<file path="config.mk">
export PLATFORM = sky130hd
export DESIGN_NAME = mdio_controller
export DESIGN_NICKNAME = d
export VERILOG_FILES = /design/src/rtl/mdio_controller.sv
export SDC_FILE = /design/constraint.sdc
export NUM_CORES = 1
export LEC_CHECK = 0
export ABC_CLOCK_PERIOD_IN_PS = 2700
export CAP_MARGIN = 25
export CORE_ASPECT_RATIO = 0.9
export CORE_UTILIZATION = 53
export CTS_CLUSTER_SIZE = 12
export DETAILED_ROUTE_END_ITERATION = 8
export GPL_TIMING_DRIVEN = 0
export PLACE_DENSITY_LB_ADDON = 0.2
export SLEW_MARGIN = 40
export SYNTH_ARGS = -nofsm -noshare
export SYNTH_HDL_FRONTEND = slang
export SYNTH_SLANG_ARGS = --single-unit
</file>
<file path="constraint.sdc">
create_clock -name CLK -period 2.7 [get_ports CLK]
set_clock_uncertainty 0.05 [all_clocks]
set_input_delay 0.405 -clock CLK [delete_from_list [all_inputs] [get_ports CLK]]
set_output_delay 0.405 -clock CLK [all_outputs]
set_load 0.02 [all_outputs]
</file>
<file path="src/rtl/mdio_controller.sv">
// MDIO management master. Each bit period is two CLK cycles: MDC low, then MDC high.
// Define MDIO_PREAMBLE_EN to send 32 preamble ones before every frame.
`timescale 1ns/1ps
module mdio_controller (
  input  logic        CLK,
  input  logic        RESET,
  input  logic        MDIO_START,
  input  logic [31:0] T_DATA,
  input  logic        MDIO_IN,
  output logic        MDC,
  output logic        MDIO_OUT,
  output logic        MDIO_OE,
  output logic [15:0] RD_DATA,
  output logic        MDIO_DONE,
  output logic        BUSY
);

  localparam logic [2:0] S_IDLE       = 3'd0;
`ifdef MDIO_PREAMBLE_EN
  localparam logic [2:0] S_PREAMBLE   = 3'd1;
`endif
  localparam logic [2:0] S_SEND       = 3'd2;
  localparam logic [2:0] S_TURNAROUND = 3'd3;
  localparam logic [2:0] S_RECEIVE    = 3'd4;
  localparam logic [2:0] S_DONE       = 3'd5;

  // Index of the final bit period in each counted state.
  localparam logic [4:0] SEND_LAST_RD = 5'd13;
  localparam logic [4:0] SEND_LAST_WR = 5'd31;
  localparam logic [4:0] TA_LAST      = 5'd1;
  localparam logic [4:0] RX_LAST      = 5'd15;

`ifdef MDIO_PREAMBLE_EN
  localparam logic [2:0] S_FIRST      = S_PREAMBLE;
  localparam logic [4:0] PRE_LAST     = 5'd31;
`else
  localparam logic [2:0] S_FIRST      = S_SEND;
`endif

  logic [2:0]  r_state;
  logic        r_phase;
  logic [4:0]  r_bit_cnt;
  logic [31:0] r_tx;
  logic [15:0] r_rx;
  logic [15:0] r_rd_data;
  logic        r_is_read;
`ifdef MDIO_PREAMBLE_EN
  logic [4:0]  r_pre_cnt;
`endif

  logic [2:0]  w_next_state;
  logic        w_entry;
  logic        w_preamble;
  logic        w_frame_bit;
  logic        w_in_bit;
  logic [4:0]  w_send_last;
  logic [15:0] w_rx_next;

`ifdef MDIO_PREAMBLE_EN
  assign w_preamble = (r_state == S_PREAMBLE);
`else
  assign w_preamble = 1'b0;
`endif

  assign w_frame_bit = (r_state == S_SEND) || (r_state == S_TURNAROUND) ||
                       (r_state == S_RECEIVE);
  assign w_in_bit    = w_frame_bit || w_preamble;
  assign w_send_last = r_is_read ? SEND_LAST_RD : SEND_LAST_WR;
  assign w_rx_next   = {r_rx[14:0], MDIO_IN};
  assign w_entry     = (w_next_state != r_state);

  // NOTE: default assignment first so no path through the case leaves w_next_state unassigned (no latch).
  always_comb begin
    w_next_state = r_state;
    case (r_state)
      S_IDLE:       if (MDIO_START) w_next_state = S_FIRST;
`ifdef MDIO_PREAMBLE_EN
      S_PREAMBLE:   if (r_phase && r_pre_cnt == PRE_LAST) w_next_state = S_SEND;
`endif
      S_SEND:       if (r_phase && r_bit_cnt == w_send_last)
                      w_next_state = r_is_read ? S_TURNAROUND : S_DONE;
      S_TURNAROUND: if (r_phase && r_bit_cnt == TA_LAST) w_next_state = S_RECEIVE;
      S_RECEIVE:    if (r_phase && r_bit_cnt == RX_LAST) w_next_state = S_DONE;
      S_DONE:       w_next_state = S_IDLE;
      default:      w_next_state = S_IDLE;
    endcase
  end

  // NOTE: every register uses non-blocking assignment so all state updates see pre-edge values.
  always_ff @(posedge CLK or posedge RESET) begin
    if (RESET) begin
      r_state <= S_IDLE;
      r_phase <= 1'b0;
    end else begin
      r_state <= w_next_state;
      if (w_entry || !w_in_bit) r_phase <= 1'b0;
      else                      r_phase <= ~r_phase;
    end
  end

  always_ff @(posedge CLK or posedge RESET) begin
    if (RESET) begin
      r_bit_cnt <= 5'd0;
    end else if (w_entry) begin
      r_bit_cnt <= 5'd0;
    end else if (w_frame_bit && r_phase) begin
      r_bit_cnt <= r_bit_cnt + 5'd1;
    end
  end

`ifdef MDIO_PREAMBLE_EN
  always_ff @(posedge CLK or posedge RESET) begin
    if (RESET) begin
      r_pre_cnt <= 5'd0;
    end else if (w_entry) begin
      r_pre_cnt <= 5'd0;
    end else if (w_preamble && r_phase) begin
      r_pre_cnt <= r_pre_cnt + 5'd1;
    end
  end
`endif

  // Frame is captured once at acceptance; later T_DATA changes are invisible.
  always_ff @(posedge CLK or posedge RESET) begin
    if (RESET) begin
      r_tx      <= 32'h0;
      r_is_read <= 1'b0;
    end else if (r_state == S_IDLE && MDIO_START) begin
      r_tx      <= T_DATA;
      r_is_read <= (T_DATA[29:28] == 2'b10);
    end else if (r_state == S_SEND && r_phase) begin
      r_tx      <= {r_tx[30:0], 1'b0};
    end
  end

  always_ff @(posedge CLK or posedge RESET) begin
    if (RESET) begin
      r_rx      <= 16'h0;
      r_rd_data <= 16'h0;
    end else begin
      if (r_state == S_IDLE && MDIO_START) r_rx <= 16'h0;
      else if (r_state == S_RECEIVE && r_phase) r_rx <= w_rx_next;
      // The final bit is sampled on the same edge that enters DONE.
      if (r_state == S_RECEIVE && w_next_state == S_DONE) r_rd_data <= w_rx_next;
    end
  end

  assign MDC       = w_in_bit && r_phase;
  assign MDIO_OE   = (r_state == S_SEND) || w_preamble;
  assign MDIO_OUT  = ((r_state == S_SEND) && r_tx[31]) || w_preamble;
  assign MDIO_DONE = (r_state == S_DONE);
  assign BUSY      = (r_state != S_IDLE);
  assign RD_DATA   = r_rd_data;

endmodule

</file>
==> results.py <==
metrics = {
    "run_status": {
        "outcome": "completed",
    },
    "cells_and_area": {
        "finalNetCount": 416,
        "antenna_cells": 0,
        "finalInstanceArea_sq_um": 4290,
        "n_fill_cell": 481,
        "drive_gt1_frac": 0.155,
        "synthToLayoutAreaGrowth_pct": 25.0,
    },
    "global_routing": {
        "grt_max_degree": 40,
        "antenna_found_initial": 0,
        "grt_pass1_wl_microns": 11300,
        "gr-usage-met2": 0.334,
        "grt.met1_usage": 0.296,
        "use_met3": 0.0662,
        "grt_usage": 0.216,
        "grt_pass1_vias": 2379,
        "busiest_layer": "met2",
        "grt_overflow": 0,
    },
    "clock_network": {
        "clkLatencyLatePin_ns": 0.34,
        "cts_inserted_buffers": 9,
        "clk_pin_slew_ns": 0.08,
        "tritoncts": "done",
        "cts_setup_buffers": 0,
        "cts_root_buf": "clkbuf_8",
        "holdBufCountCts": 0,
        "cts_resized": 0,
        "clock_sinks": 73,
        "clockBufferDepth": 2,
        "cts.htree.levels": 3,
    },
    "timing": {
        "period_share": 0.861,
        "finalHoldViolCount": 0,
        "post-route-min-period_ns": 2.33,
        "tns_ns": 0,
        "slew_headroom": 0.697,
        "slew_viol_final": 0,
        "rsz0062_at_grt": "false",
        "worst_pin_slew_ns": 0.455,
        "setup_violations": 0,
        "worst_slack_ns": 0.374,
        "fmax_mhz": 430,
    },
    "floorplanning": {
        "die_w_microns": 86.8,
        "die_y_microns": 78.3,
        "initial_core_util": 0.555,
        "die_area_sq_um": 6800,
        "ios": 57,
        "row_count": 27,
        "core_sq_um": 6180,
    },
    "pwr": {
        "sequentialPowerShare": 0.437,
        "pwr-share-clk": 0.190,
        "p_per_area_nw_per_um2": 888,
        "swShare": 0.353,
        "p_leak_nw": 1.95,
        "combPwrFrac": 0.373,
        "p_int_mw": 2.46,
        "switching_power_mw": 1.35,
        "ir_drop_mv": 0.398,
    },
    "route": {
        "viasPerCell": 5.29,
        "drc_errors": 0,
        "totalWireLength_microns": 6720,
        "wl_per_cell_microns": 14.4,
        "ant_nets": 0,
        "dr.pass1.iters": 4,
        "via_count": 2474,
        "drt-initial-drc-count": 125,
    },
    "setup_path": {
        "cp_data_required_time_ns": 2.25,
        "crit_arrival_ns": 1.87,
        "worstSetupStartpointType": "flop",
        "endpoint_kind": "primary output",
        "cp_max_fo": 10,
        "critPathKind": "reg -> out",
    },
    "synth": {
        "synthFlopType": "dfrtp_1",
        "synth-seq-area-share": 0.532,
        "netlist_instances": 309,
        "yosys_warnings": 0,
        "synth_edf_count": 0,
        "syn-num-nets": 348,
        "async_flop_share": 1.00,
        "synth_cell_types": 44,
        "synth_seq_cells": 73,
        "synth_area_per_cell_sq_um": 11.1,
        "synth.cell_area_sq_um": 3430,
    },
    "place": {
        "post-place-ws_ns": 0.446,
        "dpl_cell_area_sq_um": 4130,
        "gp_congestion": 0.798,
        "port_buffers": 56,
        "hpwl_microns": 4650,
    },
    "hold_path": {
        "hp-class": "in -> async",
    },
    "run": {
        "max_cap_viol_count": 0,
    },
}
-- stage by stage --
step | std cells | util | power (mW) | hold WS [ns]
4_1_cts | 468 | 0.693 | 3.84 | 0.364
5_1_grt | 468 | 0.694 | 4.09 | 0.382
3_5_place_dp | 453 | 0.667 | 3.12 | 0.437
3_3_place_gp | 452 | 0.663 | 3.05 | 0.440
2_1_floorplan | 309 | - | 2.73 | 0.416
6_report | 468 | 0.694 | 3.81 | 0.359
-- Yosys cell counts, types with 2 or more instances --
library cell / instances / area (sq um)
nand3b_1: 2 / 15.0
o211ai_1: 3 / 22.5
buf_4: 6 / 45.0
xor2_1: 3 / 26.3
buf_6: 3 / 33.8
buf_2: 8 / 40.0
a21oi_1: 15 / 75.1
ha_1: 3 / 37.5
mux2_2: 7 / 78.8
buf_1: 2 / 7.51
nor2_1: 4 / 15.0
o21ai_0: 23 / 115
nand2_1: 62 / 233
dfrtp_1: 73 / 1830
inv_1: 5 / 18.8
nand2b_1: 2 / 12.5
nand3_1: 3 / 15.0
nor3_1: 4 / 20.0
a2111oi_2: 2 / 30.0
and3b_1: 2 / 17.5
mux2_4: 9 / 135
mux2i_1: 31 / 310
and2_1: 3 / 18.8
o21ai_1: 11 / 55.1
and3_1: 4 / 25.0
-- logic make-up (layout without fill, tap and decap cells) --
group | Yosys count | after routing | share of synthesized area
DFF | 73 | 73 | 0.532
xor gates and xnor gates | 3 | 3 | 0.00766
muxes | 47 | 47 | 0.153
buffers and inverters | 26 | 98 | 0.0449
AOI/OAI and AO/OA | 59 | 59 | 0.103
adders and majority gates | 3 | 3 | 0.0109
and+or+nand+nor | 98 | 98 | 0.148
-- layer usage --
metal,wire length (microns),share of wire
met4,61,0.0091
met2,3120,0.46
met5,0,0
met3,300,0.045
met1,3240,0.48
-- power by group through the flow --
| stage | Clock (mW) | Sequential (mW) | Combinational (mW) |
|---|---|---|---|
| 3_3_place_gp | 0 | 1.67 | 1.38 |
| 5_1_grt | 0.787 | 1.71 | 1.59 |
| 4_1_cts | 0.741 | 1.66 | 1.44 |
| 6_report | 0.723 | 1.67 | 1.42 |
| 3_5_place_dp | 0 | 1.68 | 1.43 |
| 2_1_floorplan | 0 | 1.61 | 1.12 |
-- state kept, by name, indices dropped and copies added, names as in the netlist --
name       cells
r_tx          32
RD_DATA       16
r_rx          15
r_bit_cnt      5
r_state        3
r_is_read      1
r_phase        1
-- final timing paths --
path / to / startpoint / slack, ns / depth (start not counted)
setup / recovery: BUSY / r_state[0] / 0.37 / 3
hold / removal: r_rx[6] / RESET / 0.36 / 2
setup reg to reg: r_bit_cnt[4] / r_bit_cnt[0] / 0.73 / 6
hold reg to reg: RD_DATA[14] / RD_DATA[14] / 0.45 / 1
max in group asynchronous: r_state[0] / RESET / 1.73 / 3
min in group CLK: RD_DATA[14] / RD_DATA[14] / 0.45 / 1
-- cell type report --
| class | count | area [sq um] | share of cell area |
|---|---|---|---|
| multi-input combinational | 210 | 1450 | 0.338 |
| inverter | 5 | 23.8 | 0.00554 |
| buffer | 21 | 135 | 0.0315 |
| tap | 87 | 109 | 0.0254 |
| timing repair buffer | 57 | 583 | 0.136 |
| clock inverter | 5 | 33.8 | 0.00788 |
| clock buffer | 10 | 128 | 0.0298 |
| sequential | 73 | 1830 | 0.426 |
-- placed cells by master, fill, tap and decap left out, types with 2 or more instances in the layout --
| cell type | count |
|---|---|
| nor2_1 | 4 |
| nand3b_1 | 2 |
| clkinv_2 | 2 |
| buf_6 | 3 |
| buf_2 | 8 |
| clkdlybuf4s50_1 | 55 |
| mux2_2 | 7 |
| o21ai_0 | 23 |
| nand2_1 | 62 |
| and2_1 | 3 |
| dfrtp_1 | 73 |
| buf_1 | 2 |
| clkinvlp_4 | 2 |
| nand3_1 | 3 |
| mux2_4 | 9 |
| a2111oi_2 | 2 |
| clkbuf_8 | 9 |
| xor2_1 | 3 |
| mux2i_1 | 31 |
| o21ai_1 | 11 |
| and3_1 | 4 |
| and3b_1 | 2 |
| inv_1 | 4 |
| buf_4 | 6 |
| ha_1 | 3 |
| o211ai_1 | 3 |
| a21oi_1 | 15 |
| clkbuf_1 | 2 |
| nor3_1 | 4 |
| nand2b_1 | 2 |
-- worst max-delay path: stages, from the launching register on --
cell and delay, ns:
dfrtp_1 0.44, buf_4 0.21, or3_1 0.35, clkdlybuf4s50_1 0.54
(Power assumes the default switching activity.)
